<file path="src/rtl/kbd_spi_rx_if.sv">
// Pin bundle between the PS2 MCU link / CPU address bus and the keyboard receiver.
interface kbd_spi_rx_if;
  logic       KBD_CLK;
  logic       KBD_CS;
  logic       KBD_DI;
  logic [7:0] A_HI;
  logic [4:0] KBD_COLS;
  logic [4:0] JOY;
  logic       FRAME_STB;
  logic       FRAME_ERR;

  modport slave (
    input  KBD_CLK, KBD_CS, KBD_DI, A_HI,
    output KBD_COLS, JOY, FRAME_STB, FRAME_ERR
  );

  modport master (
    output KBD_CLK, KBD_CS, KBD_DI, A_HI,
    input  KBD_COLS, JOY, FRAME_STB, FRAME_ERR
  );
endinterface

</file>
<file path="src/rtl/kbd_spi_rx.sv">
// SPI mode-0 slave holding the Spectrum key matrix and Kempston state sent by the PS2 MCU;
// answers port #FE row scans combinationally from A[15:8].
module kbd_spi_rx #(
  parameter int SYNC_STAGES = 2
) (
  input logic         clk14m,
  input logic         CPU_RESET,
  kbd_spi_rx_if.slave bus
);

  localparam logic [6:0] FRAME_BITS = 7'd72;
  localparam logic [6:0] CNT_MAX    = 7'd127;

  logic [SYNC_STAGES-1:0] clk_sync;
  logic [SYNC_STAGES-1:0] cs_sync;
  logic [SYNC_STAGES-1:0] di_sync;
  logic                   clk_d;
  logic                   cs_d;

  logic clk_s, cs_s, di_s;
  logic clk_rise, cs_fall, cs_rise, shift_en;

  logic [71:0] sr;
  logic [6:0]  cnt;
  logic [4:0]  row [0:7];
  logic [4:0]  joy;
  logic        stb;
  logic        err;
  logic [4:0]  cols;
  logic        unused_sr_msb;

  // Synchronizers come out of reset as "link idle": clock low, CS high, data high.
  always_ff @(posedge clk14m or negedge CPU_RESET) begin
    if (!CPU_RESET) begin
      clk_sync <= '0;
      cs_sync  <= '1;
      di_sync  <= '1;
      clk_d    <= 1'b0;
      cs_d     <= 1'b1;
    end else begin
      clk_sync <= {clk_sync[SYNC_STAGES-2:0], bus.KBD_CLK};
      cs_sync  <= {cs_sync[SYNC_STAGES-2:0], bus.KBD_CS};
      di_sync  <= {di_sync[SYNC_STAGES-2:0], bus.KBD_DI};
      clk_d    <= clk_sync[SYNC_STAGES-1];
      cs_d     <= cs_sync[SYNC_STAGES-1];
    end
  end

  assign clk_s    = clk_sync[SYNC_STAGES-1];
  assign cs_s     = cs_sync[SYNC_STAGES-1];
  assign di_s     = di_sync[SYNC_STAGES-1];
  assign clk_rise = clk_s & ~clk_d;
  assign cs_fall  = ~cs_s & cs_d;
  assign cs_rise  = cs_s & ~cs_d;
  assign shift_en = clk_rise & ~cs_s;

  always_ff @(posedge clk14m or negedge CPU_RESET) begin
    if (!CPU_RESET) begin
      sr  <= '1;
      cnt <= '0;
      joy <= '0;
      stb <= 1'b0;
      err <= 1'b0;
      for (int r = 0; r < 8; r++) row[r] <= 5'b11111;
    end else begin
      stb <= 1'b0;
      err <= 1'b0;
      if (shift_en) sr <= {sr[70:0], di_s};
      // A clock edge landing together with the CS fall is the first bit of the new frame.
      if (cs_fall)
        cnt <= clk_rise ? 7'd1 : 7'd0;
      else if (shift_en && cnt != CNT_MAX)
        cnt <= cnt + 7'd1;
      if (cs_rise) begin
        if (cnt == FRAME_BITS) begin
          for (int r = 0; r < 8; r++) row[r] <= sr[68-8*r -: 5];
          joy <= sr[4:0];
          stb <= 1'b1;
        end else begin
          err <= 1'b1;
        end
      end
    end
  end

  always_comb begin
    cols = 5'b11111;
    for (int r = 0; r < 8; r++)
      if (!bus.A_HI[r]) cols = cols & row[r];
  end

  assign unused_sr_msb = sr[71];

  assign bus.KBD_COLS  = cols;
  assign bus.JOY       = joy;
  assign bus.FRAME_STB = stb;
  assign bus.FRAME_ERR = err;

endmodule

</file>
<file path="src/flat_wrapper.sv">
// flat-port wrapper written by rule: the top's interface ports become plain ports
module kbd_spi_rx_flat 
#(
  parameter int SYNC_STAGES = 2
)
  (clk14m, CPU_RESET, bus_KBD_CLK, bus_KBD_CS, bus_KBD_DI, bus_A_HI, bus_KBD_COLS, bus_JOY, bus_FRAME_STB, bus_FRAME_ERR);
  kbd_spi_rx_if bus_i ();
  input logic clk14m;
  input logic CPU_RESET;
  input wire logic [$bits(bus_i.KBD_CLK)-1:0] bus_KBD_CLK;
  input wire logic [$bits(bus_i.KBD_CS)-1:0] bus_KBD_CS;
  input wire logic [$bits(bus_i.KBD_DI)-1:0] bus_KBD_DI;
  input wire logic [$bits(bus_i.A_HI)-1:0] bus_A_HI;
  output wire logic [$bits(bus_i.KBD_COLS)-1:0] bus_KBD_COLS;
  output wire logic [$bits(bus_i.JOY)-1:0] bus_JOY;
  output wire logic [$bits(bus_i.FRAME_STB)-1:0] bus_FRAME_STB;
  output wire logic [$bits(bus_i.FRAME_ERR)-1:0] bus_FRAME_ERR;
  assign bus_i.KBD_CLK = bus_KBD_CLK;
  assign bus_i.KBD_CS = bus_KBD_CS;
  assign bus_i.KBD_DI = bus_KBD_DI;
  assign bus_i.A_HI = bus_A_HI;
  assign bus_KBD_COLS = bus_i.KBD_COLS;
  assign bus_JOY = bus_i.JOY;
  assign bus_FRAME_STB = bus_i.FRAME_STB;
  assign bus_FRAME_ERR = bus_i.FRAME_ERR;
  kbd_spi_rx #(.SYNC_STAGES(SYNC_STAGES)) u_core (.clk14m(clk14m), .CPU_RESET(CPU_RESET), .bus(bus_i));
endmodule
</file>
<file path="config.mk">
export PLATFORM = sky130hd
export DESIGN_NAME = kbd_spi_rx_flat
export DESIGN_NICKNAME = d
export VERILOG_FILES = /design/src/rtl/kbd_spi_rx_if.sv /design/src/rtl/kbd_spi_rx.sv /design/src/flat_wrapper.sv
export SDC_FILE = /design/constraint.sdc
export NUM_CORES = 1
export LEC_CHECK = 0
export CAP_MARGIN = 10
export CORE_MARGIN = 2
export CORE_UTILIZATION = 40
export CTS_CLUSTER_DIAMETER = 120
export DETAILED_ROUTE_END_ITERATION = 7
export GPL_ROUTABILITY_DRIVEN = 1
export SYNTH_ARGS = -nofsm -noshare
export SYNTH_HDL_FRONTEND = slang
export SYNTH_SLANG_ARGS = --single-unit
</file>
<file path="constraint.sdc">
create_clock -name clk14m -period 2 [get_ports clk14m]
set_input_delay 0.3 -clock clk14m [delete_from_list [all_inputs] [get_ports clk14m]]
set_output_delay 0.3 -clock clk14m [all_outputs]
set_load 0.05 [all_outputs]
</file>
==> metrics.txt <==
net count after synthesis 489; Total Routing Usage GR 16.9%; Initial Util 41.3%; row cnt 41; CTS sink cnt 131; reg2reg setup slack 0.07 ns; CP arrival 1.69 ns; Worst R2R End u_core.bus.JOY[4]; leak pwr 2.88 nW; Die Width 119 um; synth top area cells dfstp_2 (57%), nand2_1 (15%), mux2_2 (9.2%); Num CTS Buffers 17; top_reg_cell synth dfstp_2; f_max 0.501 GHz; nature of the critical path startpoint input port; Worst-path clk slew 0.06 ns; critical path type in -> out; outcome completed; Final Util 51.4%; Area Overhead vs Synth 24.5%; sequential area share after synthesis 64.8%; Port Buf Inserts 24; largest net degree at the start of global routing 70; Worst-Margin Slew 0.803 ns; mapped cell area 5280 sq um; share of Yosys cell area claimed by the top area cell type 56.8%; Max VDD drop 0.000572 V; highest cell delay on the worst timing path 0.61 ns; drt drc 0; HPWL Detailed 6880 um; vias in the first global route 3518; Worst R2R Path Depth 4; fin nets 526; number of synthesized flops with an enable pin 0; vias per cell 4.97; worst relative slew slack 46.2%; Routability Congestion 0.820; Fin Clk Skew 0.00997 ns; Die Y 119 um; Worst Hold Endpoint u_core.di_sync[0]; initial antenna violation count 0; CP max stage cell clkdlybuf4s50_1; Ports 25; die area 14100 sq um; post-route ant nets 0; Cell Area, Placed 5870 sq um; first-pass GRT wire length 18400 um; Fill cells 1121; setup violators final 0; share of layout cells above drive strength 1 42.7%; warnings from Yosys 0; sequence of cells on the critical path clkdlybuf4s50_1 -> o22ai_1 -> nor4_2 -> buf_12; area leader, netlist dfstp_2; Inserted Diodes 0; design area 6570 sq um; Async SR Flop Fraction 100%; Hold Vio Cnt, Final 0; Cell Pwr Density 966 nW/um^2; core area 12800 sq um; drt pass-1 iters 4; Tcrit/Tclk final 99.7%; maxcap violations 0; Mapped Cells 474; grt total ovfl 0; Worst Path Max Fanout 5; Seq cells post-synth 131; routed wire length 11200 um; syn_area_per_cell 11.1 sq um; worst hold path depth 1; RSZ-0062 raised after global routing yes; WP data required 1.70 ns; TritonCTS clock tree yes; Synth cell types 29; Reg-to-Reg Start u_core.cnt[4]; root buffer cell clkbuf_16; max-slew violations 0; total number of vias 3459; Avg WL per Cell 16.1 um; crit end category output pin; clk_lat worst skew 0.42 ns; min-delay worst type in -> reg; HP Start bus_KBD_DI; setup TNS 0 ns; 1st-iter DRT viols 210; clk buf depth 2; Tmin final 1.99 ns; H-Tree Depth 4
==> worst max-delay path by stage <==
stage	startpoint	end	slack, ns	cells after the start
2_1_floorplan	u_core.cnt[4]	u_core.bus.JOY[0]	0.01	4
3_3_place_gp	bus_A_HI[0]	bus_KBD_COLS[1]	-0.005	4
5_1_grt	u_core.row[27]	bus_KBD_COLS[2]	-0.04	4
4_1_cts	u_core.row[6]	bus_KBD_COLS[1]	0.005	3
3_5_place_dp	bus_A_HI[5]	bus_KBD_COLS[1]	0.02	4
6_report	bus_A_HI[6]	bus_KBD_COLS[1]	0.005	4
==> through the flow <==
| step | power, mW | worst slack, ns | cells | hold slack [ns] |
|---|---|---|---|---|
| 6_report | 6.35 | 0.00520 | 696 | 0.280 |
| 2_1_floorplan | 2.92 | 0.00975 | 474 | 0.00441 |
| 4_1_cts | 6.42 | 0.00474 | 695 | 0.270 |
| 5_1_grt | 6.59 | -0.0352 | 696 | 0.266 |
| 3_3_place_gp | 3.06 | -0.00489 | 662 | 0.314 |
| 3_5_place_dp | 3.06 | 0.0197 | 662 | 0.319 |
==> report_power, final <==
| part | switching (mW) | internal (mW) |
|---|---|---|
| Combinational | 0.159 | 0.0803 |
| Clock | 1.14 | 2.18 |
| Sequential | 0.0366 | 2.75 |
==> what timing repair did <==
item / 4_1_cts / 5_1_grt
setup endpoints to repair: 1 / 9
gates cloned: 0 / 1
buffers inserted: 0 / 0
hold endpoints to repair: 15 / 0
pin swaps: 1 / 4
resized for setup: 0 / 4
hold buffers: 1 / 0
==> flip-flops by register name, indices dropped and copies added, names as in the netlist <==
name                  cells
u_core.bus.FRAME_ERR      1
u_core.bus.FRAME_STB      1
u_core.bus.JOY            5
u_core.clk_d              1
u_core.clk_sync           2
u_core.cnt                7
u_core.cs_d               1
u_core.cs_sync            2
u_core.di_sync            2
u_core.row               40
u_core.sr                69
==> critical path, delay by kind of cell <==
family                 cells  cell delay (ns)
AOI/OAI and AO/OA          1             0.16
buffers and inverters      2             0.80
and+or+nand+nor            1             0.42
==> cell families after synthesis <==
| kind of cell | Yosys count | share of synthesized area, % |
|---|---|---|
| simple gates | 235 | 18.0 |
| flops | 131 | 64.8 |
| mux | 48 | 10.2 |
| compound gates | 32 | 4.08 |
| buf+inv | 26 | 2.42 |
| fa+ha+maj | 2 | 0.474 |
==> placed cells by master, fill, tap and decap left out, drive strengths merged, types with 3 or more instances in the layout <==
cell / count
dfstp: 114
mux2i: 3
nor2: 3
o22ai: 20
clkinvlp: 6
nand2: 213
bufinv: 4
a211oi: 5
clkinv: 3
nor4: 6
clkbuf: 20
dfrtp: 17
clkdlybuf4s50: 17
buf: 20
inv: 4
mux2: 45
nand2b: 4
==> metal layers <==
layer	vias to the layer above	part of all wire (%)	GRT usage (%)
li1	1626	-	-
met1	1762	47	22.1
met2	63	49	26.2
met3	8	3.3	5.08
met4	0	1.1	6.77
met5	-	0	0
==> layout make-up <==
type	instances	area, sq um	area share, %
clock buffer	19	464	7.06
clock inverter	13	180	2.74
inverter	4	15.0	0.228
multi-input combinational	317	1780	27.1
sequential	131	3420	52.1
tap	172	215	3.27
timing repair buffer	40	493	7.50
==> synth_stat cells, types with 2 or more instances <==
library cell	n
a211oi_1	5
a21oi_1	2
and2_1	2
buf_1	4
buf_6	4
clkbuf_1	14
dfrtp_1	17
dfstp_2	114
ha_1	2
inv_1	4
mux2_1	2
mux2_2	43
mux2i_1	3
nand2_1	213
nand2b_1	4
nand3_1	2
nor2_1	3
nor4_1	6
o22ai_1	20
(Power assumes the default switching activity.)
